File: src/rtl/io_int_ctrl_if.sv
`default_nettype none
// ============================================================================
// Module      : io_int_ctrl_if
// Description : Bundle of the input-port pins, CPU interrupt handshake and
//               status flags of the I/O interrupt controller.
//               master = pin/CPU side, slave = controller side.
// Revision    : 1.0 - initial release
// ============================================================================
interface io_int_ctrl_if #(
  parameter int WIDTH = 8
);
  logic [WIDTH-1:0] d0_e;
  logic [WIDTH-1:0] d1_e;
  logic [WIDTH-1:0] d2_e;
  logic [WIDTH-1:0] d3_e;
  logic [3:0]       int_en;
  logic             int_ack;
  logic             eoi;
  logic             int_req;
  logic [1:0]       int_vec;
  logic [WIDTH-1:0] int_data;
  logic [3:0]       pend;
  logic [3:0]       overrun;

  modport master (
    output d0_e, d1_e, d2_e, d3_e, int_en, int_ack, eoi,
    input  int_req, int_vec, int_data, pend, overrun
  );

  modport slave (
    input  d0_e, d1_e, d2_e, d3_e, int_en, int_ack, eoi,
    output int_req, int_vec, int_data, pend, overrun
  );
endinterface
`default_nettype wire

File: src/rtl/io_int_ctrl.sv
`default_nettype none
// ============================================================================
// Module      : io_int_ctrl
// Description : Interrupt controller for four asynchronous WIDTH-bit input
//               ports. Each port is synchronised, value changes are detected
//               and snapshotted, and a single CPU interrupt line is shared
//               between the ports with round-robin arbitration. One port is
//               serviced per request / ack / end-of-interrupt handshake.
// Revision    : 1.0 - initial release
// ============================================================================
module io_int_ctrl #(
  parameter int WIDTH = 8
) (
  input  wire logic     clk,
  input  wire logic     reset,
  io_int_ctrl_if.slave  bus
);

  localparam int         c_NPORT      = 4;
  localparam logic [1:0] c_ST_IDLE    = 2'd0;
  localparam logic [1:0] c_ST_REQ     = 2'd1;
  localparam logic [1:0] c_ST_SERV    = 2'd2;
  // The synchroniser is cleared by reset and needs two clocks to reflect the
  // pins again; prev needs one more clock to hold that value. Change
  // detection is therefore enabled only once the counter saturates, so a
  // level held through reset release is never seen as a change.
  localparam logic [1:0] c_PRIME_DONE = 2'd3;

  // Per-port pipeline: pins -> s1 -> s2 -> prev, plus the latched snapshot
  logic [WIDTH-1:0]   w_din  [c_NPORT];
  logic [WIDTH-1:0]   r_s1   [c_NPORT];
  logic [WIDTH-1:0]   r_s2   [c_NPORT];
  logic [WIDTH-1:0]   r_prev [c_NPORT];
  logic [WIDTH-1:0]   r_snap [c_NPORT];

  logic [1:0]         r_prime_cnt;
  logic               w_primed;

  logic [c_NPORT-1:0] w_chg;
  logic [c_NPORT-1:0] w_set;
  logic [c_NPORT-1:0] w_elig;
  logic [c_NPORT-1:0] r_pend;
  logic [c_NPORT-1:0] r_overrun;

  logic [1:0]         r_state;
  logic [1:0]         w_state_nxt;
  logic [1:0]         r_rr_ptr;
  logic [1:0]         w_grant;
  logic [1:0]         w_scan_idx;
  logic               w_any;
  logic               w_load;
  logic               w_take_ack;
  logic               w_take_eoi;

  logic               r_int_req;
  logic [1:0]         r_int_vec;
  logic [WIDTH-1:0]   r_int_data;

  assign w_din[0] = bus.d0_e;
  assign w_din[1] = bus.d1_e;
  assign w_din[2] = bus.d2_e;
  assign w_din[3] = bus.d3_e;

  // Priming counter: saturates once the synchroniser and prev are valid
  always_ff @(posedge clk or posedge reset) begin
    if (reset) begin
      r_prime_cnt <= 2'd0;
    end else if (r_prime_cnt != c_PRIME_DONE) begin
      r_prime_cnt <= r_prime_cnt + 2'd1;
    end
  end

  assign w_primed = (r_prime_cnt == c_PRIME_DONE);

  generate
    for (genvar gi = 0; gi < c_NPORT; gi++) begin : g_chg
      assign w_chg[gi] = w_primed && (r_s2[gi] != r_prev[gi]);
    end
  endgenerate

  // A masked port neither records new changes nor competes for the line
  assign w_set  = w_chg & bus.int_en;
  assign w_elig = r_pend & bus.int_en;
  assign w_any  = |w_elig;

  // Round-robin pick: scan offsets high to low so the smallest offset from
  // rr_ptr that is eligible is the one left standing
  always_comb begin
    w_grant    = r_rr_ptr;
    w_scan_idx = r_rr_ptr;
    for (int k = c_NPORT - 1; k >= 0; k--) begin
      w_scan_idx = r_rr_ptr + 2'(k);
      if (w_elig[w_scan_idx]) begin
        w_grant = w_scan_idx;
      end
    end
  end

  // Synchroniser, previous-value and snapshot registers for every port
  always_ff @(posedge clk or posedge reset) begin
    if (reset) begin
      for (int i = 0; i < c_NPORT; i++) begin
        r_s1[i]   <= '0;
        r_s2[i]   <= '0;
        r_prev[i] <= '0;
        r_snap[i] <= '0;
      end
    end else begin
      for (int i = 0; i < c_NPORT; i++) begin
        r_s1[i]   <= w_din[i];
        r_s2[i]   <= r_s1[i];
        r_prev[i] <= r_s2[i];
        if (w_set[i]) begin
          r_snap[i] <= r_s2[i];
        end
      end
    end
  end

  // Pending and sticky overrun flags; a new change beats a same-cycle ack
  always_ff @(posedge clk or posedge reset) begin
    if (reset) begin
      r_pend    <= '0;
      r_overrun <= '0;
    end else begin
      for (int i = 0; i < c_NPORT; i++) begin
        if (w_set[i]) begin
          r_pend[i] <= 1'b1;
        end else if (w_take_ack && (r_int_vec == 2'(i))) begin
          r_pend[i] <= 1'b0;
        end
      end
      r_overrun <= r_overrun | (w_set & r_pend);
    end
  end

  // FSM state register
  always_ff @(posedge clk or posedge reset) begin
    if (reset) begin
      r_state <= c_ST_IDLE;
    end else begin
      r_state <= w_state_nxt;
    end
  end

  // FSM next-state logic; ack is only looked at in REQ, eoi only in SERV
  always_comb begin
    w_state_nxt = r_state;
    case (r_state)
      c_ST_IDLE: if (w_any)       w_state_nxt = c_ST_REQ;
      c_ST_REQ:  if (bus.int_ack) w_state_nxt = c_ST_SERV;
      c_ST_SERV: if (bus.eoi)     w_state_nxt = c_ST_IDLE;
      default:                    w_state_nxt = c_ST_IDLE;
    endcase
  end

  // FSM output decode: grant load, ack acceptance and end-of-interrupt
  always_comb begin
    w_load     = 1'b0;
    w_take_ack = 1'b0;
    w_take_eoi = 1'b0;
    case (r_state)
      c_ST_IDLE: w_load     = w_any;
      c_ST_REQ:  w_take_ack = bus.int_ack;
      c_ST_SERV: w_take_eoi = bus.eoi;
      default: ;
    endcase
  end

  // Registered CPU-facing outputs; vector and data are frozen until the
  // next grant so the core can read them throughout service
  always_ff @(posedge clk or posedge reset) begin
    if (reset) begin
      r_int_req  <= 1'b0;
      r_int_vec  <= 2'd0;
      r_int_data <= '0;
    end else if (w_load) begin
      r_int_req  <= 1'b1;
      r_int_vec  <= w_grant;
      r_int_data <= r_snap[w_grant];
    end else if (w_take_ack) begin
      r_int_req  <= 1'b0;
    end
  end

  // Round-robin pointer moves just past the port that was serviced
  always_ff @(posedge clk or posedge reset) begin
    if (reset) begin
      r_rr_ptr <= 2'd0;
    end else if (w_take_eoi) begin
      r_rr_ptr <= r_int_vec + 2'd1;
    end
  end

  assign bus.int_req  = r_int_req;
  assign bus.int_vec  = r_int_vec;
  assign bus.int_data = r_int_data;
  assign bus.pend     = r_pend;
  assign bus.overrun  = r_overrun;

endmodule
`default_nettype wire
File: src/flat_wrapper.sv
// flat-port wrapper written by rule: the top's interface ports become plain ports
module io_int_ctrl_flat 
#(
  parameter int WIDTH = 8
)
  (clk, reset, bus_d0_e, bus_d1_e, bus_d2_e, bus_d3_e, bus_int_en, bus_int_ack, bus_eoi, bus_int_req, bus_int_vec, bus_int_data, bus_pend, bus_overrun);
  io_int_ctrl_if #(.WIDTH(WIDTH)) bus_i ();
  input  wire logic clk;
  input  wire logic reset;
  input wire logic [$bits(bus_i.d0_e)-1:0] bus_d0_e;
  input wire logic [$bits(bus_i.d1_e)-1:0] bus_d1_e;
  input wire logic [$bits(bus_i.d2_e)-1:0] bus_d2_e;
  input wire logic [$bits(bus_i.d3_e)-1:0] bus_d3_e;
  input wire logic [$bits(bus_i.int_en)-1:0] bus_int_en;
  input wire logic [$bits(bus_i.int_ack)-1:0] bus_int_ack;
  input wire logic [$bits(bus_i.eoi)-1:0] bus_eoi;
  output wire logic [$bits(bus_i.int_req)-1:0] bus_int_req;
  output wire logic [$bits(bus_i.int_vec)-1:0] bus_int_vec;
  output wire logic [$bits(bus_i.int_data)-1:0] bus_int_data;
  output wire logic [$bits(bus_i.pend)-1:0] bus_pend;
  output wire logic [$bits(bus_i.overrun)-1:0] bus_overrun;
  assign bus_i.d0_e = bus_d0_e;
  assign bus_i.d1_e = bus_d1_e;
  assign bus_i.d2_e = bus_d2_e;
  assign bus_i.d3_e = bus_d3_e;
  assign bus_i.int_en = bus_int_en;
  assign bus_i.int_ack = bus_int_ack;
  assign bus_i.eoi = bus_eoi;
  assign bus_int_req = bus_i.int_req;
  assign bus_int_vec = bus_i.int_vec;
  assign bus_int_data = bus_i.int_data;
  assign bus_pend = bus_i.pend;
  assign bus_overrun = bus_i.overrun;
  io_int_ctrl #(.WIDTH(WIDTH)) u_core (.clk(clk), .reset(reset), .bus(bus_i));
endmodule
File: config.mk
export PLATFORM = sky130hd
export DESIGN_NAME = io_int_ctrl_flat
export DESIGN_NICKNAME = d
export VERILOG_FILES = /design/src/rtl/io_int_ctrl_if.sv /design/src/rtl/io_int_ctrl.sv /design/src/flat_wrapper.sv
export SDC_FILE = /design/constraint.sdc
export NUM_CORES = 1
export LEC_CHECK = 0
export ABC_CLOCK_PERIOD_IN_PS = 10650
export CORE_AREA = 2 2 119 121
export CTS_CLUSTER_SIZE = 16
export DETAILED_ROUTE_END_ITERATION = 6
export DIE_AREA = 0 0 121 123
export SYNTH_ARGS = -nofsm -noshare
export SYNTH_HDL_FRONTEND = slang
export SYNTH_SLANG_ARGS = --single-unit
File: constraint.sdc
create_clock -name clk -period 10.65 [get_ports clk]
set_clock_uncertainty 0.15 [all_clocks]
set_input_delay 3.195 -clock clk [delete_from_list [all_inputs] [get_ports clk]]
set_output_delay 3.195 -clock clk [all_outputs]
set_load 0.01 [all_outputs]
# Word level (Yosys, flattened, before mapping)
# Cells that the tools add are included.
# word_totals
latch_bits	0
romBits	0
out_inout_bits	19
ram_bits	0
reg_bits	153
memories	0
# op_classes
order_cmp	5
n_shift	0
n_eq_ne	14
n_addsub	5
bitwise	5
div	0
n_mul	0
muxes	32
reduce_logical	17
# op_table
operator	n
inequality test 8 bit	4
two-way mux 1 bit	17
binary-select mux 8 bit (select 2 bit)	1
two-way mux 8 bit	2
two-way mux 2 bit	7
bitwise AND 4 bit	3
less-than comparator 2 x 3 -> 1 bit, second input constant	4
nonzero test 2 bit	5
binary-select mux 1 bit (select 2 bit)	4
== test 2 bit, second input constant	4
logical AND 1 bit	8
adder 2 x 1 -> 2 bit, second input constant	3
inequality test 2 bit, second input constant	3
case mux 2 bit (3 select lines)	1
adder 2 bit, second input constant	2
== test 2 x 1 -> 1 bit, second input constant	2
logical NOT 2 bit	2
OR 4 bit	1
OR reduction 4 bit	1
greater-or-equal comparator 3 bit, second input constant	1
NOT 2 -> 3 bit	1
AND reduction 3 bit	1
inequality test 2 x 1 -> 1 bit, second input constant	1

# Logic depth before layout (Yosys ltp)
# Gate-level depths: netlist of the first run.
# depth
depth_word	11
depth_mapped	7

# Worst setup path before layout of the first run
# OpenSTA, ideal clock, no wires.
# synth_path
path_type	input port to flip-flop
start	input bus_int_en[3]
end	register u_core.r_int_data[0], in the netlist u_core.bus.int_data[0]
setup_slack_ps	6171
t_arrival_ps	4191
stages	7
n_path_buf	2
cell_sequence	and2_4 -> nor3b_1 -> o22ai_2 -> buf_6 -> buf_12 -> mux2i_1 -> o221ai_1
# synth_via
elab_chain_cells	11
# synth_rtl
element	line_no	source
start: declaration	flat_wrapper.sv:14	input wire logic [$bits(bus_i.int_en)-1:0] bus_int_en;
bitwise AND 4 bit *	io_int_ctrl.sv:83	assign w_elig = r_pend & bus.int_en;
binary-select mux 1 bit (select 2 bit)	io_int_ctrl.sv:93	if (w_elig[w_scan_idx]) begin
two-way mux 1 bit (implied by the code)	io_int_ctrl.sv:93	
two-way mux 2 bit (4 in a row)	io_int_ctrl.sv:93	
NOT 2 -> 3 bit (implied by the code)	io_int_ctrl.sv:180	r_int_data <= r_snap[w_grant];
binary-select mux 8 bit (select 2 bit)	io_int_ctrl.sv:180	
two-way mux 8 bit (implied by the code) (2 in a row)	io_int_ctrl.sv:180	
end signal: assignment	io_int_ctrl.sv:180	
end: declaration	io_int_ctrl.sv:57	logic [WIDTH-1:0] r_int_data;
# Mark *: on every way between the ends. The rest lies on a longest branch, timed or not. The select of a mux whose other input is x is not followed.
# A chain may end at the register's enable or synchronous reset.

# Worst setup path in the final report of the first run
# layout_path
start	input bus_int_en[2]
end	register u_core.r_int_data[6], in the netlist u_core.bus.int_data[6]
# Same word-level chain as after synthesis.

==> results of run 1 <==
==> layout by cell type, fill, tap and decap left out, drive strengths merged <==
cell type      count
dfrtp            153
clkdlybuf4s50     58
mux2              34
xor2              32
nand2             27
clkbuf            19
mux2i             16
o221ai             8
a21o               8
nor4               8
inv                6
ha                 5
a21oi              5
o21ai              4
clkinvlp           4
bufinv             4
clkinv             3
o22ai              3
nand2b             2
nand3b             2
and4               1
nor2b              1
a211oi             1
nor3               1
o2bb2ai            1
and2               1
a22oi              1
a222oi             1
a31oi              1
nor3b              1
or3                1
xnor2              1
and3b              1
buf                1
==> worst max-delay path: stages <==
cell	delay, ps
clkdlybuf4s50_1	550
nand2_2	90
nor3b_1	160
o22ai_2	840
mux2i_1	280
o221ai_1	140
==> per-stage QoR <==
stage               std cells   util  cell area (um2)  power (mW)  setup WS, ps
floorplan                 328      -             5300       0.854          3180
global placement          563  0.446             6070       0.940          5170
detailed placement        563  0.446             6070       0.951          5070
CTS                       595  0.493             6710        1.59          5520
global route              595  0.493             6710        1.65          5350
finish                    595  0.493             6710        1.57          5500
==> per-layer routing <==
layer / vias to the layer above / wire length, um / track usage
met5: - / 0 / 0
met4: 0 / 196 / 0.0690
met3: 13 / 412 / 0.0374
met2: 72 / 4360 / 0.205
met1: 1415 / 4250 / 0.181
li1: 1289 / - / -
==> power groups by stage <==
stage | Clock, mW | Sequential (mW) | Combinational, mW
6_report | 0.632 | 0.699 | 0.241
5_1_grt | 0.673 | 0.707 | 0.268
4_1_cts | 0.648 | 0.699 | 0.244
3_5_place_dp | 0 | 0.709 | 0.242
3_3_place_gp | 0 | 0.708 | 0.232
2_1_floorplan | 0 | 0.699 | 0.155
==> sequential cells by signal, indices dropped and copies added, names as in the netlist <==
register / count
u_core.bus.int_data: 8
u_core.bus.int_req: 1
u_core.bus.int_vec: 2
u_core.bus.overrun: 4
u_core.bus.pend: 4
u_core.r_prev: 32
u_core.r_prime_cnt: 2
u_core.r_rr_ptr: 2
u_core.r_s1: 32
u_core.r_s2: 32
u_core.r_snap: 32
u_core.r_state: 2
==> kinds of logic after synthesis <==
family          count (synthesis)  synth area share
simple gates                   46            0.0482
buf+inv                         8            0.0104
flops                         153             0.723
fa+ha+maj                       5            0.0118
xor+xnor                       33            0.0546
mux                            50             0.103
compound gates                 33            0.0496
==> worst paths after layout <==
kind	startpoint	endpoint	slack, ps	cells past startpoint
worst min-delay path	u_core.r_s1[11]$_DFF_PP0_	u_core.r_s2[11]$_DFF_PP0_	200	0
worst min register to register	u_core.r_s1[11]$_DFF_PP0_	u_core.r_s2[11]$_DFF_PP0_	200	0
min in group asynchronous	reset	u_core.r_s1[21]$_DFF_PP0_	3070	2
max in group asynchronous	reset	u_core.r_s2[30]$_DFF_PP0_	5850	3
worst max-delay path	bus_int_en[2]	u_core.bus.int_data[6]$_DFFE_PP0P_	5500	6
worst max register to register	u_core.bus.pend[2]$_DFFE_PP0P_	u_core.bus.int_data[6]$_DFFE_PP0P_	8350	5
==> cell type report <==
| type | count | share of cell area |
|---|---|---|
| repair buffers | 59 | 0.0876 |
| flip-flops and latches | 153 | 0.570 |
| inverters | 4 | 0.00298 |
| clock inverters | 13 | 0.0289 |
| well taps | 180 | 0.0336 |
| clock buffers | 19 | 0.0660 |
| multi-input cells | 167 | 0.210 |
==> metrics.txt, run 1 <==
ys flop type=dfrtp_1; Internal=1.17 mW; Final Setup Violations=0; Synth area leader=dfrtp_1; fmax=194 MHz; area of the core=13600 um2; fill cell total of the finished layout=1178; top cell type's share of synthesized area=0.723; Period minus WS final=5150 ps; CP Data Required Time=10770 ps; worst hold slack=197 ps; Max Buffers Root-to-Sink=2; switching power=0.404 mW; Clk pin slew, worst setup/hold paths=60 ps; largest net degree at the start of global routing=86; RSZ-0062 raised after global routing=no; critical path peak fanout=17; synth top area cells=dfrtp_1 (72%), mux2_2 (5.5%), xor2_1 (5.3%); CTS Hold Bufs=0; H-tree levels=4; # Max-Cap Violations=0; Synth top cells by count=dfrtp_1 (153), xor2_1 (32), mux2_2 (26); area occupied by multi-input gates=1410 um2; worst skew pair latency=420 ps; share of cells above drive strength 1=0.171; sequential share of the synthesized area=0.723; post_cts resized=0; remaining global-route overflow=0; VDD IR max=95.8 uV; Hold WC Path Type=flop to flop; asr flop ratio synth=1.00; Synth Register Bits=153; via count=2789; first-pass GRT wire length=15000 um; Worst Path Arrival=5280 ps; DRT Pass-1 Iters=4; synthesized instance count=328; Worst-Margin Slew=1100 ps; Ant. Diodes=0; Comb pwr share=0.153; crit share post-route=0.484; syn_nets=373; Post-CTS Setup Bufs=0; Switching Fraction=0.257; clk root buf=clkbuf_16; DRC Markers=0; vias in the first global route=2850; P&R area growth vs syn=26.7%; CTS tree=done; final hold vios=0; post-detail-place hpwl=6260 um; status=finished clean; WL final=9220 um; Worst slew margin=0.264; gr usage total=0.136; Mean Syn Cell Area=16.1 um2; DIE HEIGHT=123 um; P per Cell Area=234 nW/um2; Num CTS Buffers=17; initial drt markers=145; yosys warns=0; Crit Path Category=input port to flop; Nets=447; mapped cell area=5300 um2; Clk pwr share=0.402; sequential share of power=0.445; RD Place Congestion=0.795; synth unique cells=38; Rows=43; LEAKAGE=2.88 nW; WL per Instance=15.5 um; FF/Latch Area=3830 um2; Startpoint Class=input port; EDFF count, synth=0; die area=14900 um2; max-slew violations=0; Fin Setup TNS=0 ps; CP endpoint kind=flop; Die W=121 um; Vias/cell=4.69; I/O pin cnt=59; Starting Density=0.389; post-route ant nets=0; initial antenna violation count=0; most numerous cell in the Yosys netlist=dfrtp_1; CTS Sinks=153; Port Buffer Count=58
No activity file was read; power rests on OpenSTA's default activity.
==> inputs of run 2 (changes only) <==
--- a/config.mk
+++ b/config.mk
@@ -5,7 +5,7 @@
 export SDC_FILE = /design/constraint.sdc
 export NUM_CORES = 1
 export LEC_CHECK = 0
-export ABC_CLOCK_PERIOD_IN_PS = 10650
+export ABC_CLOCK_PERIOD_IN_PS = 5000
 export CORE_AREA = 2 2 119 121
 export CTS_CLUSTER_SIZE = 16
 export DETAILED_ROUTE_END_ITERATION = 6
==> constraint.sdc (replaced) <==
create_clock -name clk -period 5 [get_ports clk]
set_clock_uncertainty 0.15 [all_clocks]
set_input_delay 1.5 -clock clk [delete_from_list [all_inputs] [get_ports clk]]
set_output_delay 1.5 -clock clk [all_outputs]
set_load 0.01 [all_outputs]
==> run 2 against run 1 <==
Effect of this change:
- total power rose by 100%
- flip-flop and latch count did not move
- clock power rose by 88%
- critical path type unchanged
- largest cell class unchanged
==> metrics.txt, run 2 (synthesis gave the netlist of run 1 again) <==
status=finished clean; share of cells above drive strength 1=0.169 (-0.00241); commonest non-fill, non-tap cell in the layout=dfrtp_1; area occupied by multi-input gates=1410 um2 (unchanged); fill cell total of the finished layout=1194 (+1.4%); Nets=448 (+0.22%); CTS tree=done; critical path peak fanout=17 (unchanged); hold path start=u_core.r_s1[13]$_DFF_PP0_; Starting Density=0.389 (unchanged); post_cts resized=0 (unchanged); final hold vios=0 (unchanged); # Max-Cap Violations=0 (unchanged); FF/Latch Area=3830 um2 (unchanged); LEAKAGE=2.86 nW (-0.58%); I/O pin cnt=59 (unchanged); Die W=121 um (unchanged); Clk pin slew, worst setup/hold paths=60 ps (about the same); vias in the first global route=2857 (+0.25%); Worst Path Arrival=3300 ps (-1980 ps); Num CTS Buffers=17 (unchanged); area of the core=13600 um2 (unchanged); VDD IR max=259 uV (+170%); DRT Pass-1 Iters=4 (unchanged); first-pass GRT wire length=15000 um (-0.51%); worst skew pair latency=410 ps (about the same); Rows=43 (unchanged); CP endpoint kind=flop; buffers plus inverters on the worst setup path=2 (+1); fmax=314 MHz; Final Power=3.21 mW (+100%); DRC Markers=0 (unchanged); CTS Hold Bufs=0 (unchanged); Crit Path Category=input port to flop; CP startpoint=bus_int_en[3]; Fin Setup TNS=0 ps (unchanged); via count=2740 (-1.8%); remaining global-route overflow=0 (unchanged); post-route ant nets=0 (unchanged); Port Buffer Count=58 (unchanged); gr usage total=0.137 (+0.00122); Post-CTS Setup Bufs=0 (unchanged); WL final=9150 um (-0.74%); clk root buf=clkbuf_16; CP peak stage delay=520 ps (-320 ps); Ant. Diodes=0 (unchanged); CP top delay family=buffers and inverters; Place WS=1430 ps (-3650 ps); RR Startpoint=u_core.bus.pend[2]$_DFFE_PP0P_; most frequent cells in the layout=dfrtp_1 (153), clkdlybuf4s50_1 (58), xor2_1 (32), mux2_2 (26), nand2_1 (24); Worst-Margin Slew=779 ps (-325 ps); H-tree levels=4 (unchanged); Critical Path Slowest Stage Cell=clkdlybuf4s50_1; Worst slew margin=0.481 (+0.216); CP Data Required Time=5120 ps (-5650 ps); Period minus WS final=3180 ps; R2R Setup Slk=2950 ps (-5400 ps); P&R area growth vs syn=25.6%; Final Setup Violations=0 (unchanged); final worst setup slack=1820 ps (-3680 ps); post-detail-place hpwl=6200 um (-0.99%); max-slew violations=0 (unchanged); largest net degree at the start of global routing=154 (+79%); Hold WC Path Type=flop to flop; CP Cell Sequence=clkdlybuf4s50_1 -> and2_4 -> a31oi_1 -> o22ai_2 -> buf_4 -> mux2i_1 -> o221ai_1; crit share post-route=0.636; Startpoint Class=input port; RSZ-0062 raised after global routing=no; initial antenna violation count=0 (unchanged); RD Place Congestion=0.794 (-0.14%); die area=14900 um2 (unchanged); Vias/cell=4.61 (-1.8%); CTS Sinks=153 (unchanged); initial drt markers=142 (-2.1%); P per Cell Area=482 nW/um2 (+110%); WL per Instance=15.4 um (-0.74%); DIE HEIGHT=123 um (unchanged); Max Buffers Root-to-Sink=2 (unchanged)
run 2: cell count changes in the layout (fill, tap and decap cells not counted), sizes merged:
cell / delta
clkinvlp: -1
clkinv: +2
clkbuf: +4
bufinv: -3
inv: -3
buf: +1
run 2: power breakdown:
| part | total [mW] | internal [mW] | leakage [nW] | switching, mW |
|---|---|---|---|---|
| clock | 1.19 | 0.729 | 0.275 | 0.463 |
| combinational | 0.528 | 0.268 | 0.824 | 0.260 |
| sequential | 1.49 | 1.37 | 1.77 | 0.118 |
| total | 3.21 | 2.37 | 2.86 | 0.841 |
run 2: through the flow:
step / utilization / cell area (um2) / hold WS (ps) / std cells
after floorplan: - / 5300 / 181 / 328
after global placement: 0.448 / 6090 / 184 / 564
after detailed placement: 0.448 / 6090 / 185 / 564
after CTS: 0.489 / 6650 / 197 / 595
after global routing: 0.489 / 6650 / 201 / 595
final: 0.489 / 6650 / 196 / 595
run 2: layout make-up:
class | instances | area share
sequential | 153 | 0.576
multi-input combinational | 167 | 0.212
timing repair buffer | 60 | 0.0914
clock buffer | 23 | 0.0734
tap | 180 | 0.0339
clock inverter | 8 | 0.0105
inverter | 4 | 0.00282
run 2: metal layers:
metal  wire [um]  vias to the layer above  GRT usage
met3         372                       16     0.0387
met4         196                        0     0.0763
li1            -                     1288          -
met5           0                        -          0
met2        4280                       56      0.206
met1        4300                     1380      0.180
run 2: worst paths after layout:
check | depth (start not counted) | endpoint
setup / recovery | 7 | u_core.bus.int_data[2]$_DFFE_PP0P_
hold / removal | 0 | u_core.r_s2[13]$_DFF_PP0_
setup reg to reg | 6 | u_core.bus.int_data[2]$_DFFE_PP0P_
hold reg to reg | 0 | u_core.r_s2[13]$_DFF_PP0_
max in group asynchronous | 3 | u_core.bus.int_data[3]$_DFFE_PP0P_
min in group asynchronous | 3 | u_core.r_s1[20]$_DFF_PP0_
